$ cat src/rtl/bus_req_port_pkg.sv
// -----------------------------------------------------------------------------
// bus_pkg
// Shared definitions for the bus request port: FSM state encoding, the default
// wait timeout, the access-control width, the captured-request record and a
// helper that sizes the wait counter for a given timeout.
// No ports (package).
// -----------------------------------------------------------------------------
package bus_pkg;

   localparam int TIMEOUT_DEF = 255;
   localparam int CTRL_W      = 3;

   typedef enum logic [2:0] {
      ST_IDLE  = 3'd0,
      ST_REQ   = 3'd1,
      ST_ISSUE = 3'd2,
      ST_WAIT  = 3'd3,
      ST_DONE  = 3'd4
   } state_e;

   // Request fields captured from the core when a request is accepted.
   typedef struct packed {
      logic              we;
      logic [31:0]       addr;
      logic [31:0]       wdata;
      logic [CTRL_W-1:0] ctrl;
   } hold_t;

   // Bits needed for a counter that must be able to hold the value t.
   function automatic int cnt_width(input int t);
      return (t < 2) ? 1 : $clog2(t + 1);
   endfunction

endpackage

$ cat src/rtl/bus_req_port_if.sv
// -----------------------------------------------------------------------------
// Interfaces for the bus request port.
//
// bus_req_port_core_if : core-facing side.
//    master  = the core (drives core_req/we/addr/wdata/ctrl)
//    slave   = the port (drives core_busy/done/rdata and err)
//
// bus_req_port_bus_if  : arbiter/bus-facing side.
//    master  = the port (drives arb_req and the bus_* request)
//    slave   = the arbiter (drives arb_gnt, bus_busy, bus_odata)
// -----------------------------------------------------------------------------
interface bus_req_port_core_if;

   logic                      core_req;
   logic                      core_we;
   logic [31:0]               core_addr;
   logic [31:0]               core_wdata;
   logic [bus_pkg::CTRL_W-1:0] core_ctrl;
   logic                      core_busy;
   logic                      core_done;
   logic [31:0]               core_rdata;
   logic                      err;

   modport master (
      output core_req, core_we, core_addr, core_wdata, core_ctrl,
      input  core_busy, core_done, core_rdata, err
   );

   modport slave (
      input  core_req, core_we, core_addr, core_wdata, core_ctrl,
      output core_busy, core_done, core_rdata, err
   );

endinterface

interface bus_req_port_bus_if;

   logic                      arb_req;
   logic                      arb_gnt;
   logic [31:0]               bus_addr;
   logic [31:0]               bus_wdata;
   logic [bus_pkg::CTRL_W-1:0] bus_ctrl;
   logic                      bus_we_t;
   logic                      bus_le;
   logic                      bus_busy;
   logic [31:0]               bus_odata;

   modport master (
      output arb_req, bus_addr, bus_wdata, bus_ctrl, bus_we_t, bus_le,
      input  arb_gnt, bus_busy, bus_odata
   );

   modport slave (
      input  arb_req, bus_addr, bus_wdata, bus_ctrl, bus_we_t, bus_le,
      output arb_gnt, bus_busy, bus_odata
   );

endinterface

$ cat src/rtl/bus_req_port_wait_timer.sv
// -----------------------------------------------------------------------------
// wait_timer
// Saturating up-counter used to bound the bus wait phase.
//
// Ports:
//    i_clk      clock (rising edge)
//    i_rst      synchronous active-high reset, clears the count
//    i_clr      clear the count to 0 (has priority over i_en)
//    i_en       increment the count, stopping at TIMEOUT
//    o_count    current count
//    o_expired  high while the count equals TIMEOUT
// -----------------------------------------------------------------------------
module wait_timer #(
   parameter int TIMEOUT = 255,
   parameter int CNT_W   = 8
) (
   input  logic             i_clk,
   input  logic             i_rst,
   input  logic             i_clr,
   input  logic             i_en,
   output logic [CNT_W-1:0] o_count,
   output logic             o_expired
);

   localparam logic [CNT_W-1:0] LIMIT = CNT_W'(TIMEOUT);

   logic [CNT_W-1:0] r_count;

   // NOTE: sequential state uses non-blocking assignments so every register
   // samples pre-edge values and simulation matches the synthesized flops.
   always_ff @(posedge i_clk) begin
      if (i_rst || i_clr) begin
         r_count <= '0;
      end else if (i_en && (r_count != LIMIT)) begin
         r_count <= r_count + 1'b1;
      end
   end

   assign o_count   = r_count;
   assign o_expired = (r_count == LIMIT);

endmodule

$ cat src/rtl/bus_req_port.sv
// -----------------------------------------------------------------------------
// bus_req_port
// Converts a single core access into an arbitrated bus request:
// IDLE -> REQ (ask arbiter) -> ISSUE (one-cycle strobe) -> WAIT (bus busy,
// bounded by TIMEOUT) -> DONE (one-cycle completion) -> IDLE.
// A timeout completes the access with ERR_DATA and sets a sticky err flag.
//
// Ports:
//    i_clk   clock (rising edge)
//    i_rst   synchronous active-high reset
//    core    bus_req_port_core_if.slave : core request in, busy/done/rdata/err out
//    bus     bus_req_port_bus_if.master : arb_req and bus request out,
//            arb_gnt/bus_busy/bus_odata in
// -----------------------------------------------------------------------------
module bus_req_port
   import bus_pkg::*;
#(
   parameter int          TIMEOUT  = TIMEOUT_DEF,
   parameter logic [31:0] ERR_DATA = 32'hFFFF_FFFF
) (
   input  logic                 i_clk,
   input  logic                 i_rst,
   bus_req_port_core_if.slave   core,
   bus_req_port_bus_if.master   bus
);

   localparam int CNT_W = cnt_width(TIMEOUT);

   state_e           r_state;
   state_e           w_next;
   hold_t            r_hold;
   logic [31:0]      r_rdata;
   logic             r_err;

   logic             w_capture;
   logic             w_rdata_ld;
   logic [31:0]      w_rdata_d;
   logic             w_set_err;
   logic             w_tmr_clr;
   logic             w_tmr_en;
   logic             w_tmr_expired;
   logic [CNT_W-1:0] w_count;
   logic             w_drive;

   wait_timer #(
      .TIMEOUT (TIMEOUT),
      .CNT_W   (CNT_W)
   ) u_wait_timer (
      .i_clk     (i_clk),
      .i_rst     (i_rst),
      .i_clr     (w_tmr_clr),
      .i_en      (w_tmr_en),
      .o_count   (w_count),
      .o_expired (w_tmr_expired)
   );

   // State register and datapath registers.
   // NOTE: the holding registers are reset along with the FSM so an aborted
   // transaction leaves no stale address/data on the bus outputs.
   always_ff @(posedge i_clk) begin
      if (i_rst) begin
         r_state <= ST_IDLE;
         r_hold  <= '0;
         r_rdata <= '0;
         r_err   <= 1'b0;
      end else begin
         r_state <= w_next;
         if (w_capture) begin
            r_hold <= '{we:    core.core_we,
                        addr:  core.core_addr,
                        wdata: core.core_wdata,
                        ctrl:  core.core_ctrl};
         end
         if (w_rdata_ld) r_rdata <= w_rdata_d;
         if (w_set_err)  r_err   <= 1'b1;
      end
   end

   // Next-state and control decode.
   // NOTE: every signal written here gets a default first, so no path through
   // the case statement can leave one unassigned and infer a latch.
   always_comb begin
      w_next        = r_state;
      w_capture     = 1'b0;
      w_rdata_ld    = 1'b0;
      w_rdata_d     = r_rdata;
      w_set_err     = 1'b0;
      w_tmr_clr     = 1'b0;
      w_tmr_en      = 1'b0;
      w_drive       = 1'b0;
      bus.arb_req   = 1'b0;
      bus.bus_we_t  = 1'b0;
      bus.bus_le    = 1'b0;
      core.core_done = 1'b0;

      unique case (r_state)
         ST_IDLE: begin
            if (core.core_req) begin
               w_capture = 1'b1;
               w_next    = ST_REQ;
            end
         end
         ST_REQ: begin
            bus.arb_req = 1'b1;
            if (bus.arb_gnt) w_next = ST_ISSUE;
         end
         ST_ISSUE: begin
            bus.arb_req  = 1'b1;
            w_drive      = 1'b1;
            bus.bus_we_t = r_hold.we;
            bus.bus_le   = !r_hold.we;
            w_tmr_clr    = 1'b1;
            w_next       = ST_WAIT;
         end
         ST_WAIT: begin
            // arb_gnt is not consulted here: once issued, only bus_busy and
            // the timer decide completion, so a dropped grant never reissues.
            bus.arb_req = 1'b1;
            w_drive     = 1'b1;
            w_tmr_en    = 1'b1;
            // The bus needs at least one WAIT cycle before busy is trusted.
            if (!bus.bus_busy && (w_count != '0)) begin
               w_next = ST_DONE;
               if (!r_hold.we) begin
                  w_rdata_ld = 1'b1;
                  w_rdata_d  = bus.bus_odata;
               end
            end else if (w_tmr_expired) begin
               w_set_err  = 1'b1;
               w_rdata_ld = 1'b1;
               w_rdata_d  = ERR_DATA;
               w_next     = ST_DONE;
            end
         end
         ST_DONE: begin
            w_drive        = 1'b1;
            core.core_done = 1'b1;
            w_next         = ST_IDLE;
         end
         default: w_next = ST_IDLE;
      endcase
   end

   assign core.core_busy  = (r_state != ST_IDLE);
   assign core.core_rdata = r_rdata;
   assign core.err        = r_err;

   assign bus.bus_addr  = w_drive ? r_hold.addr  : '0;
   assign bus.bus_wdata = w_drive ? r_hold.wdata : '0;
   assign bus.bus_ctrl  = w_drive ? r_hold.ctrl  : '0;

endmodule

$ cat src/flat_wrapper.sv
// flat-port wrapper written by rule: the top's interface ports become plain ports
module bus_req_port_flat import bus_pkg::*;
#(
   parameter int          TIMEOUT  = TIMEOUT_DEF,
   parameter logic [31:0] ERR_DATA = 32'hFFFF_FFFF
)
  (i_clk, i_rst, core_core_req, core_core_we, core_core_addr, core_core_wdata, core_core_ctrl, core_core_busy, core_core_done, core_core_rdata, core_err, bus_arb_req, bus_bus_addr, bus_bus_wdata, bus_bus_ctrl, bus_bus_we_t, bus_bus_le, bus_arb_gnt, bus_bus_busy, bus_bus_odata);
  bus_req_port_core_if core_i ();
  bus_req_port_bus_if bus_i ();
  input  logic i_clk;
  input  logic i_rst;
  input wire logic [$bits(core_i.core_req)-1:0] core_core_req;
  input wire logic [$bits(core_i.core_we)-1:0] core_core_we;
  input wire logic [$bits(core_i.core_addr)-1:0] core_core_addr;
  input wire logic [$bits(core_i.core_wdata)-1:0] core_core_wdata;
  input wire logic [$bits(core_i.core_ctrl)-1:0] core_core_ctrl;
  output wire logic [$bits(core_i.core_busy)-1:0] core_core_busy;
  output wire logic [$bits(core_i.core_done)-1:0] core_core_done;
  output wire logic [$bits(core_i.core_rdata)-1:0] core_core_rdata;
  output wire logic [$bits(core_i.err)-1:0] core_err;
  output wire logic [$bits(bus_i.arb_req)-1:0] bus_arb_req;
  output wire logic [$bits(bus_i.bus_addr)-1:0] bus_bus_addr;
  output wire logic [$bits(bus_i.bus_wdata)-1:0] bus_bus_wdata;
  output wire logic [$bits(bus_i.bus_ctrl)-1:0] bus_bus_ctrl;
  output wire logic [$bits(bus_i.bus_we_t)-1:0] bus_bus_we_t;
  output wire logic [$bits(bus_i.bus_le)-1:0] bus_bus_le;
  input wire logic [$bits(bus_i.arb_gnt)-1:0] bus_arb_gnt;
  input wire logic [$bits(bus_i.bus_busy)-1:0] bus_bus_busy;
  input wire logic [$bits(bus_i.bus_odata)-1:0] bus_bus_odata;
  assign core_i.core_req = core_core_req;
  assign core_i.core_we = core_core_we;
  assign core_i.core_addr = core_core_addr;
  assign core_i.core_wdata = core_core_wdata;
  assign core_i.core_ctrl = core_core_ctrl;
  assign core_core_busy = core_i.core_busy;
  assign core_core_done = core_i.core_done;
  assign core_core_rdata = core_i.core_rdata;
  assign core_err = core_i.err;
  assign bus_arb_req = bus_i.arb_req;
  assign bus_bus_addr = bus_i.bus_addr;
  assign bus_bus_wdata = bus_i.bus_wdata;
  assign bus_bus_ctrl = bus_i.bus_ctrl;
  assign bus_bus_we_t = bus_i.bus_we_t;
  assign bus_bus_le = bus_i.bus_le;
  assign bus_i.arb_gnt = bus_arb_gnt;
  assign bus_i.bus_busy = bus_bus_busy;
  assign bus_i.bus_odata = bus_bus_odata;
  bus_req_port #(.TIMEOUT(TIMEOUT), .ERR_DATA(ERR_DATA)) u_core (.i_clk(i_clk), .i_rst(i_rst), .core(core_i), .bus(bus_i));
endmodule
$ cat config.mk
export PLATFORM = sky130hd
export DESIGN_NAME = bus_req_port_flat
export DESIGN_NICKNAME = d
export VERILOG_FILES = /design/src/rtl/bus_req_port_pkg.sv /design/src/rtl/bus_req_port_if.sv /design/src/rtl/bus_req_port_wait_timer.sv /design/src/rtl/bus_req_port.sv /design/src/flat_wrapper.sv
export SDC_FILE = /design/constraint.sdc
export NUM_CORES = 1
export LEC_CHECK = 0
export CAP_MARGIN = 10
export CORE_MARGIN = 2
export CORE_UTILIZATION = 47
export CTS_BUF_LIST = sky130_fd_sc_hd__clkbuf_4
export CTS_CLUSTER_SIZE = 24
export DETAILED_ROUTE_END_ITERATION = 10
export GPL_TIMING_DRIVEN = 0
export PLACE_DENSITY = 0.88
export SLEW_MARGIN = 10
export SYNTH_ARGS = -nofsm -noshare
export SYNTH_HDL_FRONTEND = slang
export SYNTH_SLANG_ARGS = --single-unit
export TNS_END_PERCENT = 50
$ cat constraint.sdc
create_clock -name i_clk -period 5.6 [get_ports i_clk]
set_clock_uncertainty 0.2 [all_clocks]
set_input_delay 0.56 -clock i_clk [delete_from_list [all_inputs] [get_ports i_clk]]
set_output_delay 0.56 -clock i_clk [all_outputs]
set_load 0.01 [all_outputs]
# == Word-level counts from Yosys, hierarchy flattened ==
# Index checks and enable logic that the tools add are counted.
# word_totals
reg_bits,112
input_bits,105
word_cells,58
# op_classes
n_addsub,1
n_eq_ne,10
mux,26
reduce_logical,13
# ops
op,count
$mux W32,5
$mux W1,15
$mux W3,5
$pmux W3 S4,1
$add A8 B1 Y8 const B,1
$eq A8 B8 Y1 const B,1
$ne A8 B8 Y1 const B,1
$reduce_bool A8 Y1,1
$eq A3 B2 Y1 const B,2
$ne A2 B2 Y1 const B,3
$reduce_or A3 Y1,2
$reduce_and A4 Y1,1
$eq A3 B1 Y1 const B,1
$eq A3 B3 Y1 const B,1
$logic_not A3 Y1,1
$ne A3 B2 Y1 const B,1
$reduce_and A3 Y1,1
$reduce_bool A3 Y1,1
$logic_and A1 B1 Y1,2
$logic_not A1 Y1,2
$reduce_bool A2 Y1,1
$logic_or A1 B1 Y1,1

# == Depth between registers and ports, before layout ==
# Gate-level depths: netlist of run 1.
# depth
depth_word,5
depth_mapped,8
ltp_nobuf,6

# == Modules after synthesis ==
# From an unflattened synthesis of run 1, not the netlist that was laid out.
# unflattened
cells_unflattened,603
area_unflattened_um2,4758.3
# by_module_without_submodules
mod,instances,area_each_um2,cells_each,seq_area_each_um2
bus_req_port,1,4332.9,554,2082.0
wait_timer,1,425.4,49,160.2

# == Worst setup path before layout of run 1 ==
# OpenSTA, ideal clock, no wires.
# synth_timing
kind,reg2out
from,register u_core.r_state[2]
to,output bus_bus_addr[0]
arrival_time_ps,1617
path_buffers,2
path_slack_ps,3223
path_stages_with_launch,7
t_required_ps,4840
cell_sequence,dfxtp_1 inv_1 nor3_1 a21oi_1 clkbuf_1 clkbuf_1 nor2b_1
# synth_between
elab_chain_cells,4
elab_cells_between_ends,6
# synth_rtl
element,line_no,rtl
"start, declared",bus_req_port.sv:29,state_e r_state;
"start signal, assigned",bus_req_port.sv:67,r_state <= w_next;
$eq A3 B3 Y1 or $eq A3 B2 Y1 (tied branches),bus_req_port.sv:96,unique case (r_state)
$reduce_or A3 Y1 (no source line) (*),-,
$mux W1 (*),bus_req_port.sv:96,
$mux W32 (*),bus_req_port.sv:148,assign bus.bus_addr = w_drive ? r_hold.addr : '0;
"end, declared",flat_wrapper.sv:22,output wire logic [$bits(bus_i.bus_addr)-1:0] bus_bus_addr;
# Every way passes the cells marked *; elsewhere a longest branch is shown, timed or not.

# == Worst setup path in the final report of run 1 ==
# layout_timing
from,register u_core.r_state[1]
to,output bus_bus_addr[0]
# The elaborated chain is that of the path after synthesis.

==> impl_metrics.toml, run 1 <==
[clocking]
cts_root_buf = "clkbuf_4"
cts_hold_buf = 0
post_cts_buffers = 0
cts_sinks = 112
cts_buffers = 9
htree_levels = 3
ctsResizeCount = 0
clk_pin_slew_ns = 0.16
clk_latency_ns = 0.45
cts_tree = "yes"
clockBufferDepth = 2

[run_status]
status = "finished clean"

[job]
cap_violations = 0

[finish]
instances_no_fill = 948
fillers = 752
regArea_um2 = 2240
drive_above_1_share_pct = 6.50
areaGrowthSynthToFinish_pct = 49.5
n_antenna_cell = 0
nNetsFinal = 919
multiInputGateArea_um2 = 2290

[setup_path]
max_stage_delay_ns = 0.51
slowest_stage = "clkdlybuf4s50_1"
worst_ep_arrival_time_ns = 3.12
path_max_fanout = 10
path_cells = "clkbuf_1, nor3_1, a21oi_1, clkbuf_1, clkbuf_1, nor2b_1, clkdlybuf4s50_1"
cp_data_required_time_ns = 4.84
cp-start-kind = "register"
end_kind = "output pin"
worstSetupPathType = "reg2out"
rr_worst_depth = 8
crit_top_cell = "clkbuf_1"

[floorplan]
die_y_um = 105
fp-row-count = 36
core_area_um2 = 9820
initial_core_util_pct = 48.5
ios = 210
die_area_um2 = 11000
die_w_um = 105

[logic_synthesis]
yosysSeqAreaShare_pct = 47.1
synth-seq-cells = 112
yosysWarningCount = 0
syn_area_per_cell_um2 = 8.03
synth_cell_types = 36
synth_edf_count = 0
syn-cell-area_um2 = 4760
synth_common_cells = "142 x nand2_1, 112 x dfxtp_1, 73 x a21oi_1, 73 x nor2_1, 67 x nor2b_1"
synthTopCellsByArea = "dfxtp_1 47%, nand2_1 11%, nor2b_1 8.8%"
synth_cells = 593
syn-num-nets = 700
synthArstFlopShare_pct = 0
synth_top_area_share_pct = 47.1
yosysTopAreaCell = "dfxtp_1"
synth_most_common_cell = "nand2_1"
synthFlopType = "dfxtp_1"

[sta]
setup_viol = 0
fin_setup_tns_ns = 0
grt_setup_unrepaired = "no"
finalCriticalPeriod_ns = 3.88
fmax_mhz = 258
worst_pin_slew_ns = 0.680
fin_crit_sh_pct = 69.3
slew_headroom_pct = 54.7
drv_slew = 0
holdWs_ns = 0.261
fin_ws_ns = 1.72
hold_violations = 0

[routing]
avgViaCountPerCell = 5.07
first_iter_violations = 223
wl_per_cell_um = 15.3
dr_total_vias = 4810
final_antenna_net_count = 0
routed_wirelength_um = 14500
drc = 0
drtPass1Iterations = 4

[grt]
grt_usage_pct = 26.0
grt_pass1_vias = 4812
grt_pass1_wl_um = 23200
antenna_found_initial = 0
grt-ovfl-total = 0
grt_max_degree = 19

[placed_design]
post-place-cells = 934
hpwl_um = 11300
gp_congestion = 0.838
io_buffers = 208
place_ws_ns = 2.15

[power]
peakVddDrop_mv = 0.137
p_per_area_nw_per_um2 = 208
p_leak_nw = 2.47

[min_path]
hp-class = "reg2reg"
whs_path_depth = 2
## worst paths after layout
path	startpoint	end	slack (ns)
hold / removal	u_core.r_hold[30]	u_core.r_hold[30]	0.26
setup / recovery	u_core.r_state[1]	bus_bus_addr[0]	1.72
setup reg to reg	u_core.r_state[1]	u_core.r_hold[27]	3.05
hold reg to reg	u_core.r_hold[30]	u_core.r_hold[30]	0.26
## state kept, by name, summed over array words and instances (netlist names)
signal / cells
u_core.core.core_rdata: 32
u_core.core.err: 1
u_core.r_state: 3
u_core.r_hold: 68
u_core.u_wait_timer.o_count: 8
## final cells by class
type	instances	area share (%)
Clock inverter	5	0.615
Tap cell	133	2.34
Clock buffer	9	0.949
Buffer	45	2.76
Sequential cell	112	31.5
Timing Repair Buffer	208	29.2
Multi-Input combinational cell	428	32.2
Inverter	8	0.422
## critical path, delay by kind of cell, from the launching register on
kind                   cells  cell delay (ns)
AO/OA/AOI/OAI              1             0.37
buffers and inverters      4             1.69
flip-flops                 1             0.36
AND/OR/NAND/NOR            2             0.25
## power by group
group / leakage (nW) / internal (mW) / total (mW) / switching [mW]
logic: 1.50 / 0.135 / 0.269 / 0.134
clock network: 0.0628 / 0.0928 / 0.359 / 0.266
registers: 0.912 / 0.836 / 0.854 / 0.0180
total: 2.47 / 1.06 / 1.48 / 0.418
## placed cells by master (no fill, tap or decap), types with 2 or more instances in the layout
master | netlist | layout
inv_1 | 8 | 8
nor2b_1 | 67 | 67
dfxtp_1 | 112 | 112
clkbuf_1 | 37 | 37
or3_1 | 2 | 2
nand3_1 | 2 | 2
nor2_1 | 73 | 73
xor2_1 | 3 | 3
clkdlybuf4s50_1 | 0 | 208
and3_1 | 3 | 3
a21oi_1 | 73 | 73
nand2_1 | 142 | 142
o21ai_0 | 5 | 5
inv_6 | 0 | 2
a221oi_1 | 2 | 2
buf_2 | 4 | 4
a211oi_1 | 3 | 3
clkbuf_4 | 0 | 9
clkinv_4 | 0 | 3
o211ai_1 | 3 | 3
ha_1 | 2 | 2
buf_6 | 3 | 3
nor3_1 | 4 | 4
a211oi_2 | 29 | 29
## per-layer routing
metal | part of all wire (%) | track usage [%] | up-vias
li1 | - | - | 2370
met3 | 6.9 | 6.30 | 22
met4 | 2.3 | 8.67 | 0
met5 | 0 | 0 | -
met2 | 51 | 47.9 | 176
met1 | 40 | 29.4 | 2242
## through the flow
step	power [mW]	util (%)	cell area [µm²]
6_report	1.48	72.5	7120
5_1_grt	1.55	72.5	7120
4_1_cts	1.49	72.5	7120
3_5_place_dp	1.14	71.4	7010
3_3_place_gp	1.13	71.4	7010
2_1_floorplan	0.996	-	4760
## kinds of logic (layout without fill, tap and decap cells)
logic type / Yosys count / after routing / synth area share (%)
simple gates: 301 / 301 / 28.6
compound gates: 120 / 120 / 18.1
flops: 112 / 112 / 47.1
buf+inv: 53 / 275 / 4.75
xor+xnor: 4 / 4 / 0.736
fa+ha+maj: 2 / 2 / 0.525
mux: 1 / 1 / 0.210
No activity file was read; power rests on OpenSTA's default activity.
==> inputs of run 2 (changes only) <==
- CORE_UTILIZATION: 47 -> 43
- PLACE_DENSITY: 0.88 -> 0.82
- clock period: 5.6 -> 3.7 ns (I/O delays scaled with it)
==> run 2 against run 1 <==
Critical path type unchanged; sequential share of layout area decreased by 0.41 points; combinational power grew 51%; non-clock buffer count unchanged; largest power group unchanged.
==> impl_metrics.toml, run 2 (same netlist as run 1, synthesis figures left out) <==
[finish]
areaGrowthSynthToFinish_pct = 51.5
largest_reg_flops = 68
top_register = "u_core.r_hold"
layout_common_cells = "208 x clkdlybuf4s50_1, 142 x nand2_1, 112 x dfxtp_1, 73 x nor2_1, 72 x a21oi_1"
mostFrequentLayoutCell = "clkdlybuf4s50_1"
design_area_um2 = 7220
nNetsFinal = 919
utilization_pct = 66.6
drive_above_1_share_pct = 7.22

[routing]
drtPass1Iterations = 4
routed_wirelength_um = 14200
avgViaCountPerCell = 4.99
wl_per_cell_um = 14.8
first_iter_violations = 230
dr_total_vias = 4778
drc = 0
final_antenna_net_count = 0

[clocking]
clk_pin_slew_ns = 0.17
cts_sinks = 112
cts_root_buf = "clkbuf_4"
clockBufferDepth = 2
cts_buffers = 9
htree_levels = 3
clk_latency_ns = 0.45
cts_tree = "yes"

[sta]
hold_violations = 0
setup_viol = 0
fin_setup_tns_ns = 0
holdWs_ns = 0.232
drv_slew = 0
fmax_mhz = 297
finalCriticalPeriod_ns = 3.37
fin_crit_sh_pct = 91.0
grt_setup_unrepaired = "no"
slew_headroom_pct = 51.9
worst_pin_slew_ns = 0.721

[floorplan]
die_w_um = 109
core_area_um2 = 10800
die_y_um = 109
die_area_um2 = 11900
ios = 210
fp-row-count = 38
initial_core_util_pct = 43.9

[setup_path]
cp-start-kind = "register"
r2r_end = "u_core.r_hold[29]"
cp_data_required_time_ns = 3.13
r2r_slack_ns = 1.06
crit_top_cell = "clkbuf_2"
path_max_fanout = 10
worst_ep_arrival_time_ns = 2.80
r2r-start = "u_core.r_state[1]"
slowest_stage = "clkdlybuf4s50_1"
path_cells = "clkbuf_1, nor3_1, a21oi_2, clkbuf_2, clkbuf_2, nor2b_1, clkdlybuf4s50_1"
max_stage_delay_ns = 0.53
rr_worst_depth = 8
end_kind = "output pin"
worstSetupPathType = "reg2out"

[grt]
antenna_found_initial = 0
grt_usage_pct = 23.6
grt-ovfl-total = 0
grt_max_degree = 19
grt_pass1_wl_um = 22000
grt_pass1_vias = 4578

[placed_design]
io_buffers = 208
hpwl_um = 10800
gp_congestion = 0.851
placed_area_um2 = 7020

[power]
peakVddDrop_mv = 0.209
p_leak_nw = 2.52
p_per_area_nw_per_um2 = 339

[job]
cap_violations = 0

[min_path]
holdPathEnd = "u_core.r_hold[42]"
min_from = "core_core_addr[7]"
hp-class = "in2reg"
whs_path_depth = 3

[run_status]
status = "finished clean"
run 2: changes by cell type in the layout (fill, tap and decap cells not counted):
| cell | change |
|---|---|
| bufinv_16 | +3 |
| clkbuf_2 | +4 |
| a21oi_1 | -1 |
| clkinv_2 | +1 |
| inv_8 | +1 |
| clkinv_1 | +1 |
| a21oi_2 | +1 |
| inv_6 | -2 |
| clkbuf_1 | -4 |
| diode_2 | +1 |
| clkinv_4 | -2 |
run 2: metrics by stage:
step | power (mW) | worst slack, ns | std cells
final | 2.45 | 0.332 | 958
after global routing | 2.57 | 0.0777 | 957
after CTS | 2.47 | 0.0718 | 957
after floorplan | 1.51 | 1.51 | 593
after detailed placement | 1.72 | 0.350 | 941
after global placement | 1.71 | 0.419 | 941
run 2: worst max-delay path by stage:
stage          slack [ns]         startpoint  depth (start not counted)                end
6_report             0.33  u_core.r_state[1]                          7  bus_bus_wdata[23]
5_1_grt              0.08  u_core.r_state[1]                          7  bus_bus_wdata[23]
4_1_cts              0.07  u_core.r_state[1]                          7   bus_bus_addr[12]
3_5_place_dp         0.35  u_core.r_state[1]                          7  bus_bus_wdata[23]
3_3_place_gp         0.42  u_core.r_state[1]                          7  bus_bus_wdata[23]
2_1_floorplan        1.51  u_core.r_state[2]                          6    bus_bus_addr[0]
run 2: area by class of cell:
type,instances,area (µm²)
fill,925,3620
multi-input combinational,428,2300
sequential,112,2240
timing repair buffer,208,2080
buffer,45,201
tap,140,175
clock inverter,7,119
clock buffer,9,67.6
inverter,8,30.0
antenna,1,2.50
run 2: layer usage:
layer | vias to the layer above | share of wire [%] | global-route usage [%]
li1 | 2371 | - | -
met1 | 2216 | 40 | 27.5
met2 | 173 | 49 | 40.9
met3 | 18 | 9.2 | 8.07
met4 | 0 | 1.7 | 6.78
met5 | - | 0 | 0
run 2: report_power, final:
group | total, mW | internal, mW | switching, mW
Clock | 0.750 | 0.345 | 0.405
Sequential | 1.29 | 1.27 | 0.0265
Combinational | 0.406 | 0.205 | 0.201
run 2: worst max-delay path, delay by kind of cell, from the launching register on:
kind | cells | cell delay, ns
AO/OA/AOI/OAI | 1 | 0.29
AND/OR/NAND/NOR | 2 | 0.21
flip-flops | 1 | 0.37
buffers and inverters | 4 | 1.46
run 2: what timing repair did:
| action | in CTS | in global routing |
|---|---|---|
| cloned | 0 | 0 |
| endpoints found under the setup margin | 30 | 30 |
| hold buffers | 0 | 0 |
| buffers inserted | 0 | 0 |
| resized for setup | 3 | 4 |
==> variant 1 (flow settings as in run 2) <==
Set the package constant `TIMEOUT_DEF` to 510 (it was 255).
--- a/src/rtl/bus_req_port_pkg.sv
+++ b/src/rtl/bus_req_port_pkg.sv
@@ -8,5 +8,5 @@
 package bus_pkg;
 
-   localparam int TIMEOUT_DEF = 255;
+   localparam int TIMEOUT_DEF = 510;
    localparam int CTRL_W      = 3;
 
Check against the original RTL: no difference found for any inputs over 4 cycles, from zero or initial values and one cycle with i_rst high; that may be too few to reach the edited logic, so the function may still have changed.
==> variant 1 against run 2 <==
  * Worst hold slack got worse by 0.017 ns
  * Worst setup slack improved by 0.013 ns
  * Routed wire length decreased by 2.7%
  * Area after synthesis down 2.7%
  * Critical endpoint is now bus_bus_wdata[30]
  * Sequential cell count is 1 higher
  * Cell area fell by 0.94%
  * Count of clock-buffer cells in the layout increased by 9
  * First-iteration DRC count fell by 7.4%
  * Synthesized cell count shrank 7.1%
  * Largest cell class is now non-clock buffers
Power is not compared: it rests on default switching activity, and its combinational part moved more than twofold at a synthesized area within 25%.
==> variant 1: results (changes against run 2) <==
Global route
  • First-pass GRT wire length: 22270 um (+1.1%)
  • GRT Total Usage: 24.40% (+0.81 points)
  • Initial antenna violation count: 1 (+1)
  • Vias in the first global route: 4786 (+4.5%)
  • Largest net degree at the start of global routing: 17 (-2)

Status
  • Status: complete, no violations

Clock network
  • Clk_lat worst skew: 0.50 ns (+0.05 ns)
  • Clk slew on worst S/H paths: 0.11 ns (-0.06 ns)
  • TritonCTS buffer count: 17 (+8)
  • Post-CTS setup buffer count: 0 (unchanged)

Drt
  • Met2 WL post-DR: 6838 um (-1.3%)
  • Iter 0 DRT Violations: 213 (-7.4%)
  • Post-DR wirelength/cell: 14.87 um (+0.65%)
  • DRT met1 WL: 5537 um (-2.7%)
  • Metal3 WL: 1039 um (-20%)
  • Via count: 4686 (-1.9%)

Synth
  • Synth top cells by count: nand2_1 (141), dfxtp_1 (113), a21oi_1 (84), nor2b_1 (65), clkbuf_1 (28)
  • Mapped Nets: 659 (-5.9%)
  • Seq/Total Area, Yosys: 48.80% (+1.7 points)
  • Library cells used by synthesis: 42 (+17%)

STA
  • Relative slew slack: 60.50% (+8.6 points)

Setup path
  • CP arrival: 2.79 ns (about the same)
  • R2R Setup Slk: 1.41 ns (+0.35 ns)

Placement
  • GPL Wtd Cong: 0.7956 (-6.5%)

Cells and area
  • Layout cells sized above 1: 8.872% (+1.7 points)
  • Fillers: 850 (-8.1%)
-- variant 1: cell types whose count changed after synthesis, moves of 4 or more --
cell,before,now
nor2_1,73,11
a211oi_2,29,0
o221a_2,0,23
a21oi_1,73,84
clkbuf_1,37,28
o31ai_1,0,8
and2b_1,0,4
-- variant 1: final timing paths --
path                                                startpoint                          to  cells past startpoint
worst max-delay path                         u_core.r_state[1]           bus_bus_wdata[30]                      7
worst min-delay path                        core_core_addr[21]           u_core.r_hold[56]                      3
worst max register to register  u_core.u_wait_timer.o_count[0]  u_core.core.core_rdata[31]                      6
worst min register to register      u_core.core.core_rdata[26]  u_core.core.core_rdata[26]                      2
-- variant 1: layout make-up --
cell class / count / area share [%]
Timing Repair Buffer: 208 / 29.12
Clock inverter: 12 / 1.680
Antenna cell: 1 / 0.03500
Multi-Input combinational cell: 383 / 29.73
Inverter: 12 / 0.6299
Sequential cell: 113 / 31.64
Tap cell: 136 / 2.380
Clock buffer: 18 / 1.890
Buffer: 43 / 2.905
-- variant 1: cell families after synthesis --
family | Yosys count | synth area share (%)
fa+ha+maj | 3 | 0.8098
compound gates | 129 | 18.46
mux | 2 | 0.4588
xor+xnor | 5 | 0.9446
simple gates | 244 | 25.18
buf+inv | 55 | 5.344
flops | 113 | 48.80
-- variant 1: power groups by stage --
stage	Sequential [mW]	Clock, mW	Combinational, mW
2_1_floorplan	1.43	0	0.537
3_3_place_gp	1.44	0	0.882
3_5_place_dp	1.44	0	0.910
4_1_cts	1.42	0.862	0.915
5_1_grt	1.43	0.925	1.01
6_report	1.42	0.843	0.906
-- variant 1: what timing repair did --
action / in CTS / in global routing
gates resized for setup: 1 / 6
pin swaps: 0 / 0
endpoints found under the setup margin: 1 / 25
-- variant 1: per-layer routing --
metal | up-vias | global-route usage (%)
met2 | 186 | 41.19
li1 | 2309 | -
met1 | 2161 | 28.60
met3 | 30 | 6.901
met4 | 0 | 11.08
met5 | - | 0
-- variant 1: metrics by stage --
stage	hold WS, ns	power (mW)	worst slack (ns)	instances	cell area, um2
floorplan	0.2318	1.964	1.506	551	4636
finish	0.2156	3.165	0.3447	926	7151
CTS	0.1816	3.192	0.03482	925	7144
detailed placement	0.2420	2.353	0.5211	895	6888
global placement	0.2335	2.317	0.4926	895	6888
global route	0.1763	3.369	0.1128	926	7151
-- variant 1: worst max-delay path: stages, from the launching register on --
cell and delay [ns]:
dfxtp_1 0.39, buf_4 0.18, nor3_1 0.07, a21oi_1 0.33, clkbuf_2 0.32, clkbuf_2 0.31, and2b_1 0.21, clkdlybuf4s50_1 0.47
==> variant 2 (config.mk and constraints of run 2) <==
Without the edit above. Re-encode `state_e` (5 states) as one-hot, 5 bits wide.
--- a/src/rtl/bus_req_port_pkg.sv
+++ b/src/rtl/bus_req_port_pkg.sv
@@ -11,10 +11,10 @@
    localparam int CTRL_W      = 3;
 
-   typedef enum logic [2:0] {
-      ST_IDLE  = 3'd0,
-      ST_REQ   = 3'd1,
-      ST_ISSUE = 3'd2,
-      ST_WAIT  = 3'd3,
-      ST_DONE  = 3'd4
+   typedef enum logic [4:0] {
+      ST_IDLE  = 5'b00001,
+      ST_REQ   = 5'b00010,
+      ST_ISSUE = 5'b00100,
+      ST_WAIT  = 5'b01000,
+      ST_DONE  = 5'b10000
    } state_e;
 
Behaviour: no difference found for any inputs over 4 cycles, from zero or initial values and one cycle with i_rst high; so few cycles prove little.
==> variant 2 against run 2 <==
  * Area after synthesis decreased by 3.3%
  * Die area decreased by 3.1%
  * Sequential cell count increased by 2
  * Power increased by 6.2%
  * Sequential share of layout area increased by 0.68 points
  * Critical endpoint is now bus_bus_wdata[27]
  * Utilization increased by 2.7 points
  * Cell area decreased by 0.40%
  * Worst setup slack got worse by 0.099 ns
  * First-iteration DRC count decreased by 2.6%
  * Routed wire length decreased by 2.6%
  * Global-route usage increased by 0.097 points
==> variant 2: results (changes against run 2) <==
Clock network
  • Clk_lat worst skew: 0.48 ns (+0.03 ns)
  • CTS HTree Levels: 4 (+1)
  • Clk slew on worst S/H paths: 0.12 ns (-0.05 ns)
  • TritonCTS buffer count: 17 (+8)

Drt
  • Iter 0 DRT Violations: 224 (-2.6%)
  • First drt pass iteration count: 5 (+1)
  • Routed WL: 13790 um (-2.6%)
  • Via/cell ratio: 5.107 (+2.4%)

Setup path
  • Largest stage delay, worst path: 0.56 ns (+0.03 ns)
  • R2r endpoint: u_core.r_hold[1]

Global route
  • Largest net degree at the start of global routing: 17 (-2)
  • GRT Total Usage: 23.68% (+0.097 points)
  • Vias in the first global route: 4595 (+0.37%)
  • First-pass GRT wire length: 21740 um (-1.3%)

STA
  • Relative slew slack: 60.79% (+8.9 points)

Synth
  • Top post-synthesis cells by area: dfxtp_1 (50%), nand2_1 (12%), and2_1 (9.1%), a21oi_1 (8.1%), o221a_2 (7.8%)
  • Mapped Nets: 648 (-7.4%)
  • Library cells used by synthesis: 42 (+17%)
  • Synth top cells by count: nand2_1 (142), dfxtp_1 (114), a21oi_1 (75), and2_1 (67), clkbuf_1 (37)

Power and ir drop
  • Maximum VDD drop: 220.9 uV (+5.8%)
  • Clock share of power: 39.2% (+8.6 points)

Cells and area
  • Layout cells sized above 1: 9.859% (+2.6 points)
  • Fillers: 875 (-5.4%)
  • Ant. Diodes: 0 (-1)
  • NumNets Final: 875 (-4.8%)

Status
  • Status: complete, no violations
-- variant 2: power groups by stage --
stage | sequential, mW | clock, mW | combinational [mW]
floorplan | 1.32 | 0 | 0.125
global placement | 1.33 | 0 | 0.273
detailed placement | 1.33 | 0 | 0.280
CTS | 1.30 | 1.04 | 0.281
global route | 1.31 | 1.10 | 0.307
finish | 1.30 | 1.02 | 0.279
-- variant 2: final cells by class --
| cell class | instances | area [um2] | share of cell area (%) |
|---|---|---|---|
| multi-input combinational | 379 | 2130 | 29.62 |
| timing repair buffer | 208 | 2082 | 28.96 |
| sequential | 114 | 2282 | 31.74 |
| buffer | 43 | 182.7 | 2.541 |
| tap | 136 | 170.2 | 2.367 |
| clock inverter | 14 | 188.9 | 2.628 |
| inverter | 5 | 18.77 | 0.2611 |
| clock buffer | 18 | 135.1 | 1.880 |
-- variant 2: worst max path at each step --
stage | startpoint | end | slack [ns]
floorplan | u_core.r_state[3] | bus_bus_ctrl[1] | 1.44
global placement | u_core.r_state[3] | bus_bus_wdata[25] | 0.45
detailed placement | u_core.r_state[3] | bus_bus_wdata[25] | 0.42
CTS | u_core.r_state[3] | bus_bus_wdata[25] | 0.06
global route | u_core.r_state[3] | bus_bus_wdata[27] | 0.003
finish | u_core.r_state[3] | bus_bus_wdata[27] | 0.23
-- variant 2: cells by family after synthesis --
group	count (synthesis)	share of synthesized area, %
AND/OR/NAND/NOR	250	26.42
AO/OA/AOI/OAI	124	18.65
flip-flops	114	49.52
buffers and inverters	48	4.263
XOR/XNOR	2	0.3802
adder cells (fa/ha/maj)	2	0.5429
multiplexers	1	0.2172
-- variant 2: worst register-to-register path, stage by stage, from the launching register on --
cell      delay [ns]
dfxtp_1         0.31
buf_2           0.19
nor2_1          0.09
nand4_1         0.36
clkbuf_1        0.47
clkbuf_1        0.41
nand2_1         0.10
a21oi_1         0.15
-- variant 2: per-stage QoR --
| step | worst slack [ns] | hold slack [ns] | util [%] | total power, mW | std cells |
|---|---|---|---|---|---|
| 2_1_floorplan | 1.438 | 0.2317 | - | 1.448 | 541 |
| 3_3_place_gp | 0.4457 | 0.2376 | 66.16 | 1.600 | 885 |
| 3_5_place_dp | 0.4199 | 0.2430 | 66.16 | 1.609 | 885 |
| 4_1_cts | 0.06054 | 0.1740 | 69.29 | 2.622 | 917 |
| 5_1_grt | 0.003371 | 0.1731 | 69.33 | 2.719 | 917 |
| 6_report | 0.2323 | 0.2049 | 69.33 | 2.599 | 917 |
-- variant 2: metal layers --
layer	track usage (%)	routed length [um]
met1	27.99	5644
met2	40.93	6756
met3	7.082	1109
met4	7.784	280
met5	0	0
